<file path="config.mk">
export PLATFORM = sky130hd
export DESIGN_NAME = posit_encode_seq
export DESIGN_NICKNAME = d
export VERILOG_FILES = /design/src/rtl/posit_encode_seq.sv
export SDC_FILE = /design/constraint.sdc
export NUM_CORES = 1
export LEC_CHECK = 0
export ABC_AREA = 1
export BUFFER_PORTS_ARGS = -buffer_cell sky130_fd_sc_hd__buf_4
export CAP_MARGIN = 20
export CORE_MARGIN = 10
export CORE_UTILIZATION = 55
export DETAILED_ROUTE_END_ITERATION = 10
export GPL_ROUTABILITY_DRIVEN = 0
export PLACE_DENSITY = 0.75
export SYNTH_ARGS = -nofsm -noshare
export SYNTH_HDL_FRONTEND = slang
export SYNTH_SLANG_ARGS = --single-unit
export TNS_END_PERCENT = 20
</file>
<file path="constraint.sdc">
create_clock -name clk_i -period 12.6 [get_ports clk_i]
set_input_delay 2.52 -clock clk_i [delete_from_list [all_inputs] [get_ports clk_i]]
set_output_delay 2.52 -clock clk_i [all_outputs]
set_load 0.01 [all_outputs]
</file>
<file path="src/rtl/posit_encode_seq.sv">
// -----------------------------------------------------------------------------
// posit_pkg / posit_encode_seq
//
// Packs the decoded result fields of the PPU square-root stage into an N-bit
// posit. It rounds to nearest-even, saturates to maxpos/minpos and handles
// the zero and NaR special values.
//
// Flow: IDLE (accept) -> PACK (build body/guard/sticky) -> ROUND (round,
// negate, specials) -> HOLD (wait for out_ready_i). Only one operation is in
// flight at a time. The result is valid three cycles after the accept cycle.
//
// Ports:
//   clk_i        clock
//   rst_i        asynchronous, active-high reset
//   in_valid_i   input fields valid
//   in_ready_o   block can accept an input (IDLE only)
//   sign_i       result sign (1 = negative)
//   sign_exp_i   regime sign (1 = run of zeros, 0 = run of ones)
//   regime_i     regime run length, >= 1
//   exp_i        exponent field
//   mant_i       mantissa, hidden bit at 2N-1
//   zero_i       result is zero
//   nar_i        result is NaR (takes priority over zero_i)
//   out_valid_o  posit_o valid
//   out_ready_i  downstream accepts
//   posit_o      encoded posit
//   inexact_o    (only with POSIT_ENC_INEXACT_EN) guard|sticky|sat,
//                forced to 0 for the specials
//
// Optional build macro: POSIT_ENC_INEXACT_EN adds the inexact_o flag.
// -----------------------------------------------------------------------------
package posit_pkg;

  typedef enum logic [1:0] {
    POSIT32 = 2'd0,  // ES = 2
    POSIT16 = 2'd1,  // ES = 1
    POSIT64 = 2'd2   // ES = 2
  } posit_format_e;

  function automatic int posit_width(posit_format_e f);
    case (f)
      POSIT16: return 16;
      POSIT64: return 64;
      default: return 32;
    endcase
  endfunction

  function automatic int exp_bits(posit_format_e f);
    case (f)
      POSIT16: return 1;
      default: return 2;
    endcase
  endfunction

endpackage

module posit_encode_seq #(
  parameter posit_pkg::posit_format_e pFormat = posit_pkg::posit_format_e'(0),
  localparam int N  = posit_pkg::posit_width(pFormat),
  localparam int ES = posit_pkg::exp_bits(pFormat),
  localparam int RS = $clog2(N)
) (
  input  logic            clk_i,
  input  logic            rst_i,
  input  logic            in_valid_i,
  output logic            in_ready_o,
  input  logic            sign_i,
  input  logic            sign_exp_i,
  input  logic [RS+4:0]   regime_i,
  input  logic [ES-1:0]   exp_i,
  input  logic [2*N-1:0]  mant_i,
  input  logic            zero_i,
  input  logic            nar_i,
  output logic            out_valid_o,
  input  logic            out_ready_i,
  output logic [N-1:0]    posit_o
`ifdef POSIT_ENC_INEXACT_EN
  ,
  output logic            inexact_o
`endif
);

  localparam int RW = RS + 5;          // regime counter width
  localparam int BW = N - 1;           // body width (posit without sign)
  localparam int TW = 2 * N + ES;      // terminator + exponent + fraction
  localparam int SW = 2 * N + RS + 5;  // regime shifter staging width

  typedef enum logic [1:0] {IDLE, PACK, ROUND, HOLD} state_e;

  state_e state_q, state_d;

  // Captured input fields
  logic            sign_q, se_q, zero_q, nar_q;
  logic [RW-1:0]   regime_q;
  logic [ES-1:0]   exp_q;
  logic [2*N-1:0]  mant_q;

  // PACK results
  logic [BW-1:0]   body_q;
  logic            guard_q, sticky_q, sat_q;

  // Output registers
  logic [N-1:0]    posit_q;
`ifdef POSIT_ENC_INEXACT_EN
  logic            inexact_q;
`endif

  // ---------------------------------------------------------------------------
  // FSM
  // ---------------------------------------------------------------------------
  always_ff @(posedge clk_i or posedge rst_i) begin
    // NOTE: clocked state uses non-blocking assignments, so every register
    // samples values from before the edge regardless of statement order.
    if (rst_i) state_q <= IDLE;
    else       state_q <= state_d;
  end

  always_comb begin
    // NOTE: assigning a default first means no path leaves state_d
    // unassigned, which would otherwise infer a latch.
    state_d = state_q;
    case (state_q)
      IDLE:    if (in_valid_i)  state_d = PACK;
      PACK:                     state_d = ROUND;
      ROUND:                    state_d = HOLD;
      HOLD:    if (out_ready_i) state_d = IDLE;
      default:                  state_d = IDLE;
    endcase
  end

  assign in_ready_o  = (state_q == IDLE);
  assign out_valid_o = (state_q == HOLD);
  assign posit_o     = posit_q;
`ifdef POSIT_ENC_INEXACT_EN
  assign inexact_o   = inexact_q;
`endif

  // ---------------------------------------------------------------------------
  // PACK datapath: the bit string is <regime run><terminator><exp><fraction>.
  // The tail (terminator onward) is placed at the top of the staging vector
  // and shifted right by the run length. The vacated top bits are filled with
  // the run value. Tail bits that fall off the bottom are OR-ed into sticky.
  // ---------------------------------------------------------------------------
  logic [TW-1:0]  tail;
  logic [SW-1:0]  ext, stage, fill;
  logic           lost, pk_sat, pk_guard, pk_sticky;
  logic [BW-1:0]  pk_body;

  always_comb begin
    tail  = {se_q, exp_q, mant_q[2*N-2:0]};
    ext   = {tail, {(SW-TW){1'b0}}};
    fill  = se_q ? '0 : ~({SW{1'b1}} >> regime_q);
    stage = (ext >> regime_q) | fill;
    lost  = |(ext & ~({SW{1'b1}} << regime_q));

    pk_sat = (regime_q >= RW'(N - 1));
    if (pk_sat) begin
      // Terminator and exponent do not fit: clamp to maxpos/minpos, exact body.
      pk_body   = se_q ? BW'(1) : '1;
      pk_guard  = 1'b0;
      pk_sticky = 1'b0;
    end else begin
      pk_body   = stage[SW-1 -: BW];
      pk_guard  = stage[SW-N];
      pk_sticky = (|stage[SW-N-1:0]) | lost;
    end
  end

  // ---------------------------------------------------------------------------
  // ROUND datapath
  // ---------------------------------------------------------------------------
  logic           round_up;
  logic [BW-1:0]  body_rnd;
  logic [N-1:0]   mag, rnd_posit;

  always_comb begin
    // An all-ones body is maxpos; incrementing it would wrap into NaR.
    round_up = guard_q & (sticky_q | body_q[0]) & ~(&body_q);
    body_rnd = body_q + BW'(round_up);
    // A nonzero value must never encode as zero; clamp to minpos.
    if (body_rnd == '0) body_rnd = BW'(1);
    mag = {1'b0, body_rnd};

    if (nar_q)       rnd_posit = {1'b1, {(N-1){1'b0}}};
    else if (zero_q) rnd_posit = '0;
    else if (sign_q) rnd_posit = -mag;
    else             rnd_posit = mag;
  end

  // ---------------------------------------------------------------------------
  // Datapath registers
  // ---------------------------------------------------------------------------
  always_ff @(posedge clk_i or posedge rst_i) begin
    if (rst_i) begin
      sign_q    <= 1'b0;
      se_q      <= 1'b0;
      zero_q    <= 1'b0;
      nar_q     <= 1'b0;
      regime_q  <= '0;
      exp_q     <= '0;
      mant_q    <= '0;
      body_q    <= '0;
      guard_q   <= 1'b0;
      sticky_q  <= 1'b0;
      sat_q     <= 1'b0;
      posit_q   <= '0;
`ifdef POSIT_ENC_INEXACT_EN
      inexact_q <= 1'b0;
`endif
    end else begin
      case (state_q)
        IDLE: if (in_valid_i) begin
          sign_q   <= sign_i;
          se_q     <= sign_exp_i;
          zero_q   <= zero_i;
          nar_q    <= nar_i;
          regime_q <= regime_i;
          exp_q    <= exp_i;
          mant_q   <= mant_i;
        end
        PACK: begin
          body_q   <= pk_body;
          guard_q  <= pk_guard;
          sticky_q <= pk_sticky;
          sat_q    <= pk_sat;
        end
        ROUND: begin
          posit_q   <= rnd_posit;
`ifdef POSIT_ENC_INEXACT_EN
          inexact_q <= (nar_q | zero_q) ? 1'b0 : (guard_q | sticky_q | sat_q);
`endif
        end
        default: ;
      endcase
    end
  end

`ifndef POSIT_ENC_INEXACT_EN
  // sat_q only feeds the inexact flag; keep it visibly consumed.
  logic unused_sat;
  assign unused_sat = sat_q;
`endif

endmodule

</file>
======== After elaboration in Yosys (flattened, before gate mapping) ========
Cells that the tools add are included.
W data, S select, Z words.
storage, ports and cells
  register bits after elaboration ......... 146
  input port bits ......................... 84
  output and inout bits ................... 34
  logic and storage cells ................. 51
cells by class
  add/sub/neg operators ................... 2
  order comparisons ....................... 1
  eq/ne operators ......................... 5
  shifts and indexed selects .............. 3
  muxes and demuxes ....................... 12
  bitwise gates (word level) .............. 9
  reduce and logical (&&, ||, !) cells .... 7
operators by type and width
  operator                  number
  $not A74 Y74              2
  $mux W32                  3
  $mux W31                  3
  $and A74 B74 Y74          1
  $mux W74                  1
  $or A74 B74 Y74           1
  $reduce_or A74 Y1         1
  $shl A74 B10 Y74 const A  1
  $shr A74 B10 Y74          1
  $shr A74 B10 Y74 const A  1
  $reduce_or A42 Y1         1
  $neg A31 Y32              1
  $add A31 B1 Y31           1
  $logic_not A31 Y1         1
  $reduce_and A31 Y1        1
  $ge A10 B5 Y1 const B     1
  $pmux W2 S4               1
  $eq A2 B2 Y1 const B      2
  $mux W2                   2
  $reduce_and A2 Y1         2
  $and A1 B1 Y1             2
  $eq A2 B1 Y1 const B      1
  $logic_not A2 Y1          1
  $mux W1                   2
  4 further kinds           5

======== Logic depth before layout (Yosys ltp) ========
  word-level depth ........................ 10
  gate-level depth with buffers ........... 31
  mapped depth without buffers ............ 31

======== Worst setup path after synthesis ========
Ideal clock, no wire load.
  path type ............................... register -> register
  from .................................... register body_q[9]
  to ...................................... register posit_q[24], in the netlist posit_o[24]
  library setup time ...................... 117 ps
  data arrival time ....................... 3,640 ps
  required time ........................... 12,483 ps
  path slack .............................. 8,843 ps
  stages on the path, launching flop included .. 28
  buffers on the path ..................... 0
  clock period less this slack ............ 3,757 ps
  cell sequence ........................... dfrtp_1 nand2_1 nor2_1 nand2_1 nor4_1 a31oi_1 ha_1 ha_1 inv_2 nor2_8 nand3b_1 nand2_1 nor2_2 nand2_1 nor3_2 nand3_4 nand2_1 inv_2 ha_1 nand2_1 inv_1 nand3_1 nor3_2 a21oi_1 a21oi_1 or2_1 nand3_1 nand2_1
on the way
  word-level cells in the longest chain between the ends .. 10
ends and longest elaborated chain
  item                    RTL line  text
  start, declared         99        logic [BW-1:0] body_q;
  start signal, assigned  222       body_q <= pk_body;
  $reduce_and A31 Y1      178       round_up = guard_q & (sticky_q | body_q[0]) & ~(&body_q);
  $not A1 Y1              178
  $and A1 B1 Y1           178
  $add A31 B1 Y31 *       179       body_rnd = body_q + BW'(round_up);
  $logic_not A31 Y1       181       if (body_rnd == '0) body_rnd = BW'(1);
  $mux W31 *              181
  $neg A31 Y32            186       else if (sign_q) rnd_posit = -mag;
  $mux W32 *              186
  $mux W32 *              185       else if (zero_q) rnd_posit = '0;
  $mux W32 *              184       if (nar_q) rnd_posit = {1'b1, {(N-1){1'b0}}};
  end signal, assigned    228       posit_q <= rnd_posit;
  end, declared           103       logic [N-1:0] posit_q;
Every way passes the cells marked *; elsewhere a longest branch is shown, timed or not.
A chain may end at the register's enable or synchronous reset.

======== Worst setup path after layout ========
  from .................................... register body_q[23]
  to ...................................... register posit_q[24], in the netlist posit_o[24]
The elaborated chain is that of the path after synthesis.

==> metrics list <==
- The flow ran to the end, but the final reports show violations.
* Failing checks: DRC
* Synth top area cells: dfrtp_1, nand2_1, nand3_1
- Yosys instantiated no cell more often than nand2_1.
- Top_reg_cell synth: dfrtp_1
* Path type of the worst setup path: reg2reg
* Clock period minus final worst setup slack: 4710 ps
- Worst setup SP type: flip-flop
- Of the total power, the share spent switching nets is 56.1%.
- Initial DRC count: 2493
- Stage delay of the slowest cell on the critical path: 460 ps
* Leading cell types by count after synthesis: nand2_1, nand3_1, nor2_1
* PwrDens: 269 mW/mm²
* Endpoint required time on the critical path: 12930 ps
* Average wire per standard cell: 20.2 µm
- Registers are responsible for 24.9% of the overall power.
- Row generation in the floorplan step produced 56 rows.
- Counting every net in the synthesized netlist gives 2296.
* Number of post-CTS setup repair buffers: 0
- The worst pin sits at a relative slew slack of 25.0%.
- Via density: 6.25
* Total count of hold-check failures in the final report: 0
* Number of fill cells in the layout: 2318
- Area enclosed by the die boundary: 0.0306 mm²
- Summing over every cut layer, the via total after detailed routing is 16031.
- Launch instance of the worst min-delay path: sticky_q
* Level count of the clock H-tree: 4
* Post-Place Cell Area: 0.0141 mm²
- Share of the clock period used by the worst path: 37.4%
- Compared with the post-synthesis result, the final layout area differs by 11.2%.
- Die Span X: 175 µm
- # DRC: 1
- In this design, the critical path's most frequently occurring cell is nand2_1.
- Max-slew violation total from the final report: 0
- For this run, the number of Yosys warnings is 0.
- Net Switching: 2.22 mW
* Max Buffers Root-to-Sink: 2
- After synthesis the cells add up to 0.0132 mm².
- Grouping stages by cell kind, the critical path spends the most delay in simple AND/OR/NAND/NOR gates.
* Final setup violation count: 0
- Post-CTS repair changed the size of 0 cells.
* Final non-filler cell area: 0.0147 mm²
* Register clock-pin slew on the reported worst setup and hold paths: 70 ps
- # clock sinks: 146
- CTS placed an instance of clkbuf_16 at the clock tree root.
* Fin nets: 2324
- Internal Pwr Total: 1.74 mW
* Port bufs: 116
- The top cell type by area accounts for 27.6% of the synthesized area.
- Worst clock skew: 20.6 ps
- In this run, the combinational gates consume 62.0% of the power.
- Kind of end point of the critical path: flip-flop
- All-layer global routing usage: 32.7%
- Number of global-route vias before repair: 14538
- Along the worst path, the maximum fanout reaches 8.
- Together, buffers and inverters on the worst path number 4.
* Number of max-cap violations: 0
* Unrepaired setup endpoints after global routing: no
- Starting utilization of the core area: 56.2%
- The clock reaches the later pin of the worst-skew pair after 440 ps.
- Synth cell types: 50
- The design draws 3.96 mW.
- Quantity of hold-fixing buffers added after cts: 0
- Maximum frequency from static timing analysis: 0.212 GHz
- Launching element of the worst setup path: body_q[23]
- The slowest stage of the critical path is the dfrtp_1 cell.
- Remaining global-route overflow: 0
- Arr. time, crit path: 5040 ps
* IR drop worst, VDD: 0.000194 V
- Post-detailed-placement half-perimeter wirelength: 37.7 mm
- Fraction of power consumed by the clock network: 13.1%
- The path class of the tightest hold or removal check is reg2reg.
* Pre-Repair DR Iteration Count: 11
- The biggest area contributor in the post-synthesis netlist is dfrtp_1.
- Maximum number of pins on one net before global-route repair: 83
* Layout cell share with drive strength beyond 1: 11.8%
- A synthesized cell averages 6.00 µm².
- Number of antenna-violating nets in the routed design: 0
- Launch point of the worst reg-to-reg path: body_q[23]
- Fin Setup TNS: 0 ps
- The number of antenna violations at the first check in global routing is 1.
- In this run, synthesis produced a sequential element count of 146.
- TritonCTS clock tree: yes
* Register area share after synthesis: 27.6%
- The first global-routing pass estimated 80.1 mm of wire.
* Cells after Synth: 2205
- Measured along the y axis, the die boundary spans 175 µm.
- Floorplan Core Area: 0.0235 mm²
* Count of flip-flops with a built-in enable after synthesis: 0
- Ys async rst share: 100%
- # IOs: 118
- The repair_antennas step left the layout with diodes totalling 0.
- Inserted Clock Buffers: 17
* Routed wire length: 51.8 mm
- At the pin with the least slew margin, the transition time is 1120 ps.
- Summed over all cells, the static leakage comes to 7.43 nW.
-- cell usage in the layout, fill, tap and decap left out, types with 5 or more instances in the layout --
| cell | instances |
|---|---|
| o21ai_1 | 15 |
| nor2_4 | 11 |
| inv_1 | 128 |
| nor2_2 | 9 |
| o21ai_0 | 75 |
| a21oi_1 | 100 |
| o22ai_1 | 6 |
| inv_2 | 10 |
| inv_6 | 5 |
| nand3b_1 | 11 |
| mux2_2 | 25 |
| and2_1 | 10 |
| nand3_1 | 479 |
| nand2_2 | 20 |
| nand4_1 | 28 |
| buf_4 | 133 |
| a22oi_1 | 13 |
| nand3_2 | 6 |
| nand2_4 | 5 |
| nor3_1 | 8 |
| nand2_1 | 685 |
| clkbuf_16 | 17 |
| dfrtp_1 | 142 |
| ha_1 | 7 |
| nor2_1 | 233 |
-- through the flow --
stage                     hold slack [ps]  utilization, %  cells  setup slack (ps)
final                                 474            62.5   2565              7890
after global routing                  505            62.5   2565              7530
after CTS                             478            62.5   2565              7940
after detailed placement              461            60.0   2533              7940
after global placement                463            60.0   2533              7980
after floorplan                       444               -   2205              6160
-- metal layers --
metal | global-route usage (%) | share of wire [%]
met1 | 37.9 | 35
met2 | 53.2 | 46
met3 | 8.58 | 12
met4 | 20.3 | 7.6
met5 | 0 | 0.031
-- layout make-up --
type / instances / area [µm²] / share of cell area, %
Multi-Input combinational cell: 1794 / 8530 / 58.0
Sequential cell: 146 / 3660 / 24.9
Timing Repair Buffer: 133 / 998 / 6.79
Inverter: 141 / 534 / 3.63
Clock buffer: 18 / 429 / 2.92
Tap cell: 319 / 399 / 2.71
Clock inverter: 14 / 155 / 1.06
-- power by group through the flow --
stage               Sequential (mW)  Clock, mW  Combinational (mW)
floorplan                     0.825          0                1.79
global placement              0.957          0                2.31
detailed placement            0.962          0                2.36
CTS                           0.955      0.519                2.37
global route                  0.990      0.542                2.70
finish                        0.986      0.518                2.45
-- final timing paths --
kind | end | slack [ps] | depth (start not counted)
worst max register to register | posit_o[24] | 7890 | 29
worst min register to register | sticky_q | 470 | 2
worst max-delay path | posit_o[24] | 7890 | 29
max in group asynchronous | body_q[10] | 9020 | 3
worst min-delay path | sticky_q | 470 | 2
min in group asynchronous | mant_q[8] | 2210 | 2
-- registers in the layout, summed over array words and instances (netlist names), 2 cells and up --
register	flops
body_q	31
exp_q	2
mant_q	63
posit_o	32
regime_q	10
state_q	2
-- tightest hold or removal path: stages, from the launching register on --
cell and delay [ps]:
dfrtp_1 340, nand2_1 50, nand2_1 50
-- logic make-up after synthesis --
logic type,Yosys count,share of synthesized area (%)
XOR/XNOR,3,0.199
adder cells (fa/ha/maj),7,0.662
flip-flops,146,27.6
AO/OA/AOI/OAI,238,10.0
buffers and inverters,265,7.91
AND/OR/NAND/NOR,1521,51.4
multiplexers,25,2.13
(Power assumes the default switching activity.)
